--- config.mk ---
export PLATFORM = sky130hd
export DESIGN_NAME = mult_div_unit
export DESIGN_NICKNAME = d
export VERILOG_FILES = /design/src/rtl/mips_pkg.sv /design/src/rtl/mult_div_unit_datapath.sv /design/src/rtl/mult_div_unit.sv
export SDC_FILE = /design/constraint.sdc
export NUM_CORES = 1
export LEC_CHECK = 0
export ABC_CLOCK_PERIOD_IN_PS = 4500
export BUFFER_PORTS_ARGS = -buffer_cell sky130_fd_sc_hd__buf_4
export CAP_MARGIN = 20
export CELL_PAD_IN_SITES_DETAIL_PLACEMENT = 0
export CELL_PAD_IN_SITES_GLOBAL_PLACEMENT = 1
export CORE_MARGIN = 4
export CORE_UTILIZATION = 44
export CTS_CLUSTER_DIAMETER = 60
export DETAILED_ROUTE_END_ITERATION = 6
export PLACE_DENSITY_LB_ADDON = 0.1
export SYNTH_ARGS = -nofsm -noshare
export SYNTH_HDL_FRONTEND = slang
export SYNTH_SLANG_ARGS = --single-unit
--- constraint.sdc ---
create_clock -name clk -period 4.5 [get_ports clk]
set_input_delay 0.45 -clock clk [delete_from_list [all_inputs] [get_ports clk]]
set_output_delay 0.45 -clock clk [all_outputs]
set_load 0.01 [all_outputs]
--- src/rtl/mips_pkg.sv ---
// Shared encodings for the MIPS HI/LO multiply/divide unit.
package mips_pkg;

    localparam logic [1:0] OP_MULT  = 2'b00;
    localparam logic [1:0] OP_MULTU = 2'b01;
    localparam logic [1:0] OP_DIV   = 2'b10;
    localparam logic [1:0] OP_DIVU  = 2'b11;

    localparam logic [1:0] ST_IDLE = 2'b00;
    localparam logic [1:0] ST_CALC = 2'b01;
    localparam logic [1:0] ST_FIX  = 2'b10;

endpackage

--- src/rtl/mult_div_unit_datapath.sv ---
// Accumulator, one-bit shift-add / restoring shift-subtract step and sign fix-up.
module mdu_datapath #(
    parameter int WIDTH = 32
) (
    input  logic             clk,
    input  logic             rst_n,
    input  logic             load,
    input  logic             step,
    input  logic             is_div,
    input  logic             is_signed,
    input  logic [WIDTH-1:0] a,
    input  logic [WIDTH-1:0] b,
    output logic [WIDTH-1:0] res_hi,
    output logic [WIDTH-1:0] res_lo
);

    logic [WIDTH-1:0]   acc_hi, acc_lo, m;
    logic               neg_res, neg_rem, div_q;
    logic               a_neg, b_neg;
    logic [WIDTH-1:0]   a_abs, b_abs;
    logic [WIDTH-1:0]   nxt_hi, nxt_lo;
    logic [WIDTH:0]     sum, sh;
    logic [WIDTH+1:0]   diff;
    logic [2*WIDTH-1:0] prod;

    assign a_neg = is_signed & a[WIDTH-1];
    assign b_neg = is_signed & b[WIDTH-1];
    assign a_abs = a_neg ? -a : a;
    assign b_abs = b_neg ? -b : b;

    // Multiply keeps the multiplier in acc_lo; divide keeps the dividend there.
    assign sum  = {1'b0, acc_hi} + (acc_lo[0] ? {1'b0, m} : {(WIDTH+1){1'b0}});
    assign sh   = {acc_hi, acc_lo[WIDTH-1]};
    assign diff = {1'b0, sh} - {2'b00, m};

    always_comb begin
        nxt_hi = acc_hi;
        nxt_lo = acc_lo;
        if (!div_q) begin
            nxt_hi = sum[WIDTH:1];
            nxt_lo = {sum[0], acc_lo[WIDTH-1:1]};
        end else if (!diff[WIDTH+1]) begin
            nxt_hi = diff[WIDTH-1:0];
            nxt_lo = {acc_lo[WIDTH-2:0], 1'b1};
        end else begin
            nxt_hi = sh[WIDTH-1:0];
            nxt_lo = {acc_lo[WIDTH-2:0], 1'b0};
        end
    end

    assign prod = neg_res ? -{acc_hi, acc_lo} : {acc_hi, acc_lo};

    always_comb begin
        if (div_q) begin
            res_hi = neg_rem ? -acc_hi : acc_hi;
            res_lo = neg_res ? -acc_lo : acc_lo;
        end else begin
            res_hi = prod[2*WIDTH-1:WIDTH];
            res_lo = prod[WIDTH-1:0];
        end
    end

    always_ff @(posedge clk or negedge rst_n) begin
        if (!rst_n) begin
            acc_hi  <= '0;
            acc_lo  <= '0;
            m       <= '0;
            neg_res <= 1'b0;
            neg_rem <= 1'b0;
            div_q   <= 1'b0;
        end else if (load) begin
            acc_hi  <= '0;
            acc_lo  <= is_div ? a_abs : b_abs;
            m       <= is_div ? b_abs : a_abs;
            neg_res <= a_neg ^ b_neg;
            neg_rem <= a_neg;
            div_q   <= is_div;
        end else if (step) begin
            acc_hi <= nxt_hi;
            acc_lo <= nxt_lo;
        end
    end

endmodule

--- src/rtl/mult_div_unit.sv ---
// Iterative HI/LO multiply/divide unit: FSM, iteration counter and HI/LO registers.
module mult_div_unit
    import mips_pkg::*;
#(
    parameter int WIDTH = 32
) (
    input  logic             clk,
    input  logic             rst_n,
    input  logic             start,
    input  logic [1:0]       op,
    input  logic [WIDTH-1:0] a,
    input  logic [WIDTH-1:0] b,
    input  logic             hi_we,
    input  logic             lo_we,
    input  logic [WIDTH-1:0] hi_wdata,
    input  logic [WIDTH-1:0] lo_wdata,
    output logic             busy,
    output logic             done,
    output logic             div_by_zero,
    output logic [WIDTH-1:0] hi,
    output logic [WIDTH-1:0] lo
);

    localparam int CW = $clog2(WIDTH);

    logic [1:0]       state;
    logic [CW-1:0]    cnt;
    logic             dz_pend;
    logic             load, step, is_div, is_signed;
    logic [WIDTH-1:0] res_hi, res_lo;

    assign busy      = (state != ST_IDLE);
    assign load      = (state == ST_IDLE) && start;
    assign step      = (state == ST_CALC);
    assign is_div    = (op == OP_DIV) || (op == OP_DIVU);
    assign is_signed = (op == OP_MULT) || (op == OP_DIV);

    mdu_datapath #(.WIDTH(WIDTH)) u_dp (
        .clk       (clk),
        .rst_n     (rst_n),
        .load      (load),
        .step      (step),
        .is_div    (is_div),
        .is_signed (is_signed),
        .a         (a),
        .b         (b),
        .res_hi    (res_hi),
        .res_lo    (res_lo)
    );

    always_ff @(posedge clk or negedge rst_n) begin
        if (!rst_n) begin
            state       <= ST_IDLE;
            cnt         <= '0;
            dz_pend     <= 1'b0;
            done        <= 1'b0;
            div_by_zero <= 1'b0;
            hi          <= '0;
            lo          <= '0;
        end else begin
            done <= 1'b0;
            case (state)
                ST_IDLE: begin
                    if (start) begin
                        dz_pend <= is_div && (b == '0);
                        cnt     <= '0;
                        state   <= ST_CALC;
                    end else begin
                        if (hi_we) hi <= hi_wdata;
                        if (lo_we) lo <= lo_wdata;
                    end
                end
                ST_CALC: begin
                    cnt <= cnt + CW'(1);
                    if (cnt == CW'(WIDTH-1)) state <= ST_FIX;
                end
                ST_FIX: begin
                    // A zero divisor still runs full latency but leaves HI/LO alone.
                    if (!dz_pend) begin
                        hi <= res_hi;
                        lo <= res_lo;
                    end
                    done        <= 1'b1;
                    div_by_zero <= dz_pend;
                    state       <= ST_IDLE;
                end
                default: state <= ST_IDLE;
            endcase
        end
    end

endmodule

==> results of run 1 <==
-- routing by layer --
metal	part of all wire (%)	global-route usage [%]	routed length [µm]	up-vias
li1	-	-	-	7384
met1	47	43.1	25900	7351
met2	43	42.9	23700	591
met3	7.6	3.91	4180	77
met4	2.5	8.56	1380	0
met5	0	0	0	-
-- area by class of cell --
type / instances / area share (%)
Clock buffer: 19 / 2.55
Sequential cell: 173 / 24.4
Clock inverter: 13 / 0.952
Multi-Input combinational cell: 1586 / 56.5
Timing Repair Buffer: 258 / 11.0
Tap cell: 448 / 3.16
Inverter: 63 / 1.33
-- critical path, stage by stage, from the launching register on --
cell and delay, ns:
dfrtp_1 0.38, inv_1 0.52, nor2_1 0.12, ha_1 0.26, a211oi_1 0.32, o21bai_1 0.17
o21ai_0 0.48, o311a_1 0.46, o22ai_1 0.25, a2111o_1 0.46, a32oi_1 0.29, a31oi_1 0.08
-- placed cells by master, fill, tap and decap left out, drive strengths merged, types with 17 or more instances in the layout --
cell type | synthesis | routed
nand3 | 39 | 39
dfrtp | 173 | 173
xor2 | 81 | 81
nor2 | 167 | 167
inv | 61 | 69
or3 | 17 | 17
clkbuf | 104 | 19
nor3 | 42 | 42
ha | 70 | 70
mux2i | 66 | 66
a21oi | 170 | 170
nand4 | 17 | 17
o211ai | 65 | 65
buf | 16 | 258
nand2 | 235 | 235
o31ai | 35 | 35
a31oi | 28 | 28
xnor2 | 79 | 79
a21o | 24 | 24
o21ai | 198 | 198
nand2b | 18 | 18
-- worst paths after layout --
| check | from | end | slack [ns] | cells past startpoint |
|---|---|---|---|---|
| max in group asynchronous | rst_n | u_dp.m[13] | 3.32 | 2 |
| worst max-delay path | u_dp.acc_lo[0] | u_dp.acc_hi[28] | 0.56 | 11 |
| worst max register to register | u_dp.acc_lo[0] | u_dp.acc_hi[28] | 0.56 | 11 |
| worst min-delay path | rst_n | hi[11] | 0.04 | 1 |
| min in group clk | hi_wdata[7] | hi[7] | 0.25 | 3 |
| worst min register to register | hi[19] | hi[19] | 0.48 | 2 |
-- sequential cells by signal, summed over array words and instances, names as in the netlist, 2 cells and up --
| register | cells |
|---|---|
| hi | 32 |
| lo | 32 |
| u_dp.acc_hi | 32 |
| u_dp.acc_lo | 32 |
| u_dp.m | 32 |
| cnt | 5 |
| state | 2 |
-- power groups by stage --
stage          Sequential (µW)  Clock (µW)  Combinational (µW)
2_1_floorplan             3110           0                6950
3_3_place_gp              3080           0               10400
3_5_place_dp              3110           0               10500
4_1_cts                   3090        1640               10500
5_1_grt                   3210        1710               11700
6_report                  3110        1620               10600
-- stage by stage --
| step | total power (µW) | utilization, % | instances | area, µm² |
|---|---|---|---|---|
| finish | 15400 | 52.8 | 2560 | 17700 |
| global route | 16600 | 52.8 | 2560 | 17700 |
| CTS | 15200 | 52.7 | 2558 | 17700 |
| detailed placement | 13600 | 50.9 | 2526 | 17100 |
| global placement | 13500 | 50.9 | 2526 | 17100 |
| floorplan | 10100 | - | 1942 | 15000 |
-- cells by family (layout without fill, tap and decap cells) --
| family | count (synthesis) | after routing | synth area share, % |
|---|---|---|---|
| simple gates | 627 | 627 | 19.1 |
| buf+inv | 183 | 353 | 4.63 |
| compound gates | 656 | 656 | 27.3 |
| flops | 173 | 173 | 28.8 |
| fa+ha+maj | 72 | 72 | 6.09 |
| xor+xnor | 160 | 160 | 9.32 |
| mux | 71 | 71 | 4.77 |
==> insert_results.sql, run 1 <==
INSERT INTO impl_metrics (metric_group, metric, value, unit) VALUES
('outcome', 'result_of_the_run', 'finished, final reports clean', ''),
('sta', 'setup-tns-final', '0', 'ns'),
('worst_hold_path', 'hold_path_class', 'in2async', ''),
('cells_and_area', 'post_route_cells_drive_above_1_share', '14.7', '%'),
('floorplanning', 'pin_count', '202', ''),
('floorplanning', 'floorplan.die.width', '193', 'µm'),
('cells_and_area', 'multi_input_comb_area', '0.0100', 'mm²'),
('sta', 'final_min_period_over_clock_period', '87.6', '%'),
('placement', 'placement.io_buffers', '201', ''),
('detailed_routing', 'route.vias.total', '15400', ''),
('pwr', 'power.static_leakage', '0.00769', 'µW'),
('critical_path', 'critPathKind', 'reg2reg', ''),
('critical_path', 'worst_setup_path_end_kind', 'flip-flop', ''),
('clock_network', 'post_cts.resized_instances', '0', ''),
('yosys', 'yosysUniqueCellTypes', '73', ''),
('run', 'maxCapViolations', '0', ''),
('critical_path', 'worstPathMaxFanout', '12', ''),
('clock_network', 'cts_root_buffer', 'clkbuf_16', ''),
('cells_and_area', 'syn2layout_area_growth', '18.0', '%'),
('sta', 'rsz0062_at_grt', 'false', ''),
('detailed_routing', 'drt_iter0_markers', '1268', ''),
('floorplanning', 'floorplan.die_area', '0.0372', 'mm²'),
('detailed_routing', 'wl_per_cell', '21.5', 'µm'),
('cells_and_area', 'num_antenna_cells', '0', ''),
('floorplanning', 'floorplan.initialDensity', '44.7', '%'),
('clock_network', 'cts-buffers-inserted', '17', ''),
('clock_network', 'cts_setup_buffers', '0', ''),
('pwr', 'pwr-share-comb', '69.2', '%'),
('yosys', 'synthDominantCellAreaShare', '28.8', '%'),
('placement', 'hpwlAfterDp', '41900', 'µm'),
('clock_network', 'clock_path_buffers', '2', ''),
('grt', 'grt_usage', '28.7', '%'),
('sta', 'worst_hold_slack', '0.0441', 'ns'),
('detailed_routing', 'antenna_violating_nets_post_route', '0', ''),
('yosys', 'synth.cell_area', '0.0150', 'mm²'),
('pwr', 'cell_internal_pwr', '7480', 'µW'),
('clock_network', 'clkTransAtPathRegs', '0.08', 'ns'),
('sta', 'hold_viol_final', '0', ''),
('yosys', 'synth_edf_count', '0', ''),
('sta', 'final_critical_path_setup_slack', '0.556', 'ns'),
('pwr', 'power_switching', '7900', 'µW'),
('grt', 'grt_start_max_net_pins', '100', ''),
('yosys', 'synth.net_count', '2149', ''),
('grt', 'first_global_vias', '14200', ''),
('sta', 'worst-slew-pin-transition', '1.09', 'ns'),
('sta', 'setup-violations-final', '0', ''),
('detailed_routing', 'drt_wl_total', '55100', 'µm'),
('detailed_routing', 'drt-vias-per-instance', '6.02', ''),
('yosys', 'synthMostInstantiatedCell', 'nand2_1', ''),
('yosys', 'async_flop_share', '100', '%'),
('sta', 'max_freq', '254', 'MHz'),
('floorplanning', 'core_region_area', '0.0336', 'mm²'),
('critical_path', 'worst_ep_arrival_time', '4.23', 'ns'),
('clock_network', 'cts_tree', 'yes', ''),
('pwr', 'clock_power_share', '10.6', '%'),
('yosys', 'synth_flop_cell', 'dfrtp_1', ''),
('yosys', 'yosys_register_bits', '173', ''),
('grt', 'overflow', '0', ''),
('pwr', 'power.share.switching', '51.3', '%'),
('cells_and_area', 'seqCellArea', '0.00433', 'mm²'),
('pwr', 'power.density_cell_area', '867', 'mW/mm²'),
('placement', 'finalWeightedCongestion', '0.925', ''),
('pwr', 'worst_ir_drop_vdd', '0.494', 'mV'),
('detailed_routing', 'drcViolationCount', '0', ''),
('sta', 'max-slew-margin-rel', '27.5', '%'),
('placement', 'post-place-ws', '0.694', 'ns'),
('yosys', 'synthesis.area_per_instance', '7.74', 'µm²'),
('critical_path', 'required', '4.79', 'ns'),
('grt', 'number_of_antenna_violations_at_the_first_check_in_global_routing', '0', ''),
('clock_network', 'number_of_h_tree_levels', '4', ''),
('cells_and_area', 'layout.filler_cells', '3396', '');
No activity file was read; power rests on OpenSTA's default activity.
==> run 2: changes to the inputs <==
Settings changed: CORE_UTILIZATION 44 to 45, SYNTH_HIERARCHICAL set to 1, TNS_END_PERCENT set to 50.
==> insert_results.sql, run 2 <==
INSERT INTO impl_metrics (metric_group, metric, value, unit) VALUES
('floorplanning', 'row_count', '67', ''),
('yosys', 'post_synth_most_frequent_cells', '204 x o21ai_0, 183 x nand2_1, 173 x dfrtp_1', ''),
('clock_network', 'cts_sinks', '173', ''),
('clock_network', 'post_cts.resized_instances', '0', ''),
('critical_path', 'path_cells', 'inv_1 -> ha_1 -> nand2b_1 -> or4_4 -> or3_1 -> or4_4 -> nor4_4 -> nand2b_1 -> o21ai_0 -> xor2_1 -> mux2_1 -> mux2_2', ''),
('grt', 'grt_start_max_net_pins', '93', ''),
('clock_network', 'post_cts_hold_buffer_count', '0', ''),
('floorplanning', 'pin_count', '202', ''),
('yosys', 'synth_seq_area_share', '28.3', '%'),
('yosys', 'synthMostInstantiatedCell', 'o21ai_0', ''),
('detailed_routing', 'wl_per_cell', '22.3', 'µm'),
('cells_and_area', 'post_route_cells_drive_above_1_share', '20.5', '%'),
('floorplanning', 'floorplan.die_area', '0.0370', 'mm²'),
('yosys', 'synthesis.area_per_instance', '8.33', 'µm²'),
('grt', 'grt_usage', '29.0', '%'),
('critical_path', 'cp_slowest_stage_delay', '0.53', 'ns'),
('clock_network', 'clock_path_buffers', '2', ''),
('run', 'maxCapViolations', '0', ''),
('floorplanning', 'floorplan.die.height', '192', 'µm'),
('placement', 'placement.io_buffers', '201', ''),
('cells_and_area', 'num_antenna_cells', '0', ''),
('placement', 'hpwlAfterDp', '42600', 'µm'),
('detailed_routing', 'drcViolationCount', '0', ''),
('critical_path', 'worstPathMaxFanout', '8', ''),
('sta', 'setup-violations-final', '0', ''),
('yosys', 'yosys_warnings', '6', ''),
('sta', 'final_min_period_over_clock_period', '88.0', '%'),
('cells_and_area', 'fin_util', '53.6', '%'),
('clock_network', 'cts_setup_buffers', '0', ''),
('sta', 'hold_viol_final', '0', ''),
('cells_and_area', 'fin_area', '0.0180', 'mm²'),
('clock_network', 'cts_root_buffer', 'clkbuf_16', ''),
('clock_network', 'number_of_h_tree_levels', '4', ''),
('yosys', 'async_flop_share', '100', '%'),
('detailed_routing', 'drt_wl_total', '54900', 'µm'),
('floorplanning', 'core_region_area', '0.0335', 'mm²'),
('yosys', 'netlist.top_cell.by_area', 'dfrtp_1', ''),
('sta', 'max_freq', '253', 'MHz'),
('sta', 'max-slew-margin-rel', '19.7', '%'),
('clock_network', 'cts_tree', 'yes', ''),
('sta', 'clock-skew-final', '0.0149', 'ns'),
('detailed_routing', 'drt-vias-per-instance', '5.88', ''),
('yosys', 'synthesis.instances', '1835', ''),
('cells_and_area', 'mostFrequentLayoutCell', 'buf_4', ''),
('pwr', 'power.static_leakage', '0.00767', 'µW'),
('sta', 'finalWorstPathRequiredPeriod', '3.96', 'ns'),
('yosys', 'synth_edf_count', '0', ''),
('cells_and_area', 'net_count_final', '2213', ''),
('sta', 'setup-tns-final', '0', 'ns'),
('yosys', 'synthDominantCellAreaShare', '28.3', '%'),
('clock_network', 'clk-insertion-delay-late', '0.46', 'ns'),
('critical_path', 'worst_ep_arrival_time', '4.30', 'ns'),
('yosys', 'yosysUniqueCellTypes', '81', ''),
('yosys', 'synth.net_count', '2042', ''),
('cells_and_area', 'layout.cells.most_common_list', '247 x buf_4, 204 x o21ai_0, 183 x nand2_1', ''),
('detailed_routing', 'antenna_violating_nets_post_route', '0', ''),
('critical_path', 'critPathKind', 'reg2reg', ''),
('outcome', 'result_of_the_run', 'finished, final reports clean', ''),
('grt', 'first_global_vias', '14000', ''),
('sta', 'worst_hold_slack', '0.0450', 'ns'),
('grt', 'first_pass_grt_wire_length', '82200', 'µm'),
('clock_network', 'clkTransAtPathRegs', '0.08', 'ns'),
('critical_path', 'crit_slowest_cell', 'or4_4', ''),
('detailed_routing', 'drt_iter0_markers', '1140', ''),
('placement', 'finalWeightedCongestion', '0.961', ''),
('critical_path', 'worst_setup_path_end_kind', 'flip-flop', ''),
('clock_network', 'cts-buffers-inserted', '17', ''),
('floorplanning', 'floorplan.die.width', '192', 'µm'),
('placement', 'dpl-instance-area', '0.0173', 'mm²'),
('grt', 'number_of_antenna_violations_at_the_first_check_in_global_routing', '0', ''),
('pwr', 'worst_ir_drop_vdd', '0.504', 'mV'),
('critical_path', 'required', '4.84', 'ns'),
('sta', 'rsz0062_at_grt', 'false', ''),
('grt', 'overflow', '0', ''),
('critical_path', 'worstSetupStartpointType', 'flip-flop', ''),
('yosys', 'synth.cell_area', '0.0153', 'mm²'),
('sta', 'count_of_pins_over_their_slew_limit', '0', ''),
('floorplanning', 'floorplan.initialDensity', '45.6', '%'),
('cells_and_area', 'syn2layout_area_growth', '17.5', '%'),
('detailed_routing', 'route.vias.total', '14500', ''),
('yosys', 'yosys_register_bits', '173', ''),
('worst_hold_path', 'hold_path_class', 'in2async', ''),
('detailed_routing', 'number_of_detailed_route_iterations_in_the_first_pass', '5', ''),
('pwr', 'power.density_cell_area', '804', 'mW/mm²'),
('yosys', 'ys_top_cells_by_area', 'dfrtp_1 28%, mux2_2 7.1%, o21ai_0 6.7%, ha_1 5.7%, xnor2_1 5.4%', ''),
('sta', 'worst-slew-pin-transition', '1.20', 'ns'),
('yosys', 'synth_flop_cell', 'dfrtp_1', '');
-- run 2: cell count changes in the layout (fill, tap and decap cells not counted), sizes merged, moves of 17 or more --
cell,before,now
a21oi,170,115
a31oi,28,10
mux2,5,134
mux2i,66,49
nand2,235,183
nor2,167,138
o211ai,65,47
o31ai,35,18
-- run 2: metrics by stage --
stage | power (µW) | cells | setup WS [ns]
final | 14500 | 2467 | 0.541
after global routing | 15500 | 2467 | 0.297
after CTS | 14300 | 2465 | 0.563
after detailed placement | 12800 | 2433 | 0.582
after global placement | 12700 | 2433 | 0.619
after floorplan | 9580 | 1835 | 0.690
-- run 2: final timing paths --
kind | from | end | slack, ns | depth (start not counted)
max in group asynchronous | rst_n | u_dp/div_q | 3.39 | 2
min in group clk | b[25] | dz_pend | 0.33 | 4
worst max-delay path | u_dp/acc_lo[0] | hi[20] | 0.54 | 12
worst max register to register | u_dp/acc_lo[0] | hi[20] | 0.54 | 12
worst min register to register | cnt[3] | cnt[3] | 0.47 | 1
worst min-delay path | rst_n | hi[24] | 0.04 | 1
-- run 2: report_power, final --
group | switching [µW] | total (µW) | internal [µW]
logic | 5700 | 9750 | 4040
registers | 835 | 3190 | 2360
clock network | 770 | 1520 | 748
-- run 2: cells by family after synthesis --
logic type / after synthesis / synth area share, %
multiplexers: 183 / 13.1
AO/OA/AOI/OAI: 535 / 21.7
adder cells (fa/ha/maj): 72 / 5.99
AND/OR/NAND/NOR: 537 / 16.8
flip-flops: 173 / 28.3
XOR/XNOR: 171 / 9.80
buffers and inverters: 164 / 4.35
-- run 2: worst max-delay path, delay by kind of cell (launching register included) --
kind | cells | cell delay, ns
xor+xnor | 1 | 0.20
flops | 1 | 0.44
buf+inv | 1 | 0.10
mux | 2 | 0.56
simple gates | 6 | 2.19
fa+ha+maj | 1 | 0.17
compound gates | 1 | 0.18
-- run 2: cell type report --
class | count | area, µm²
clock buffers | 17 | 425
flip-flops and latches | 173 | 4330
well taps | 448 | 561
clock inverters | 15 | 175
inverters | 65 | 245
fillers | 3306 | 15600
multi-input cells | 1498 | 10300
repair buffers | 251 | 1920
-- run 2: routing by layer --
layer  track usage, %  vias to the layer above  part of all wire, %
li1                 -                     6996                    -
met1             37.2                     6939                   43
met2             48.7                      491                   48
met3             5.34                       77                  5.7
met4             10.8                        0                  3.6
met5                0                        -                    0
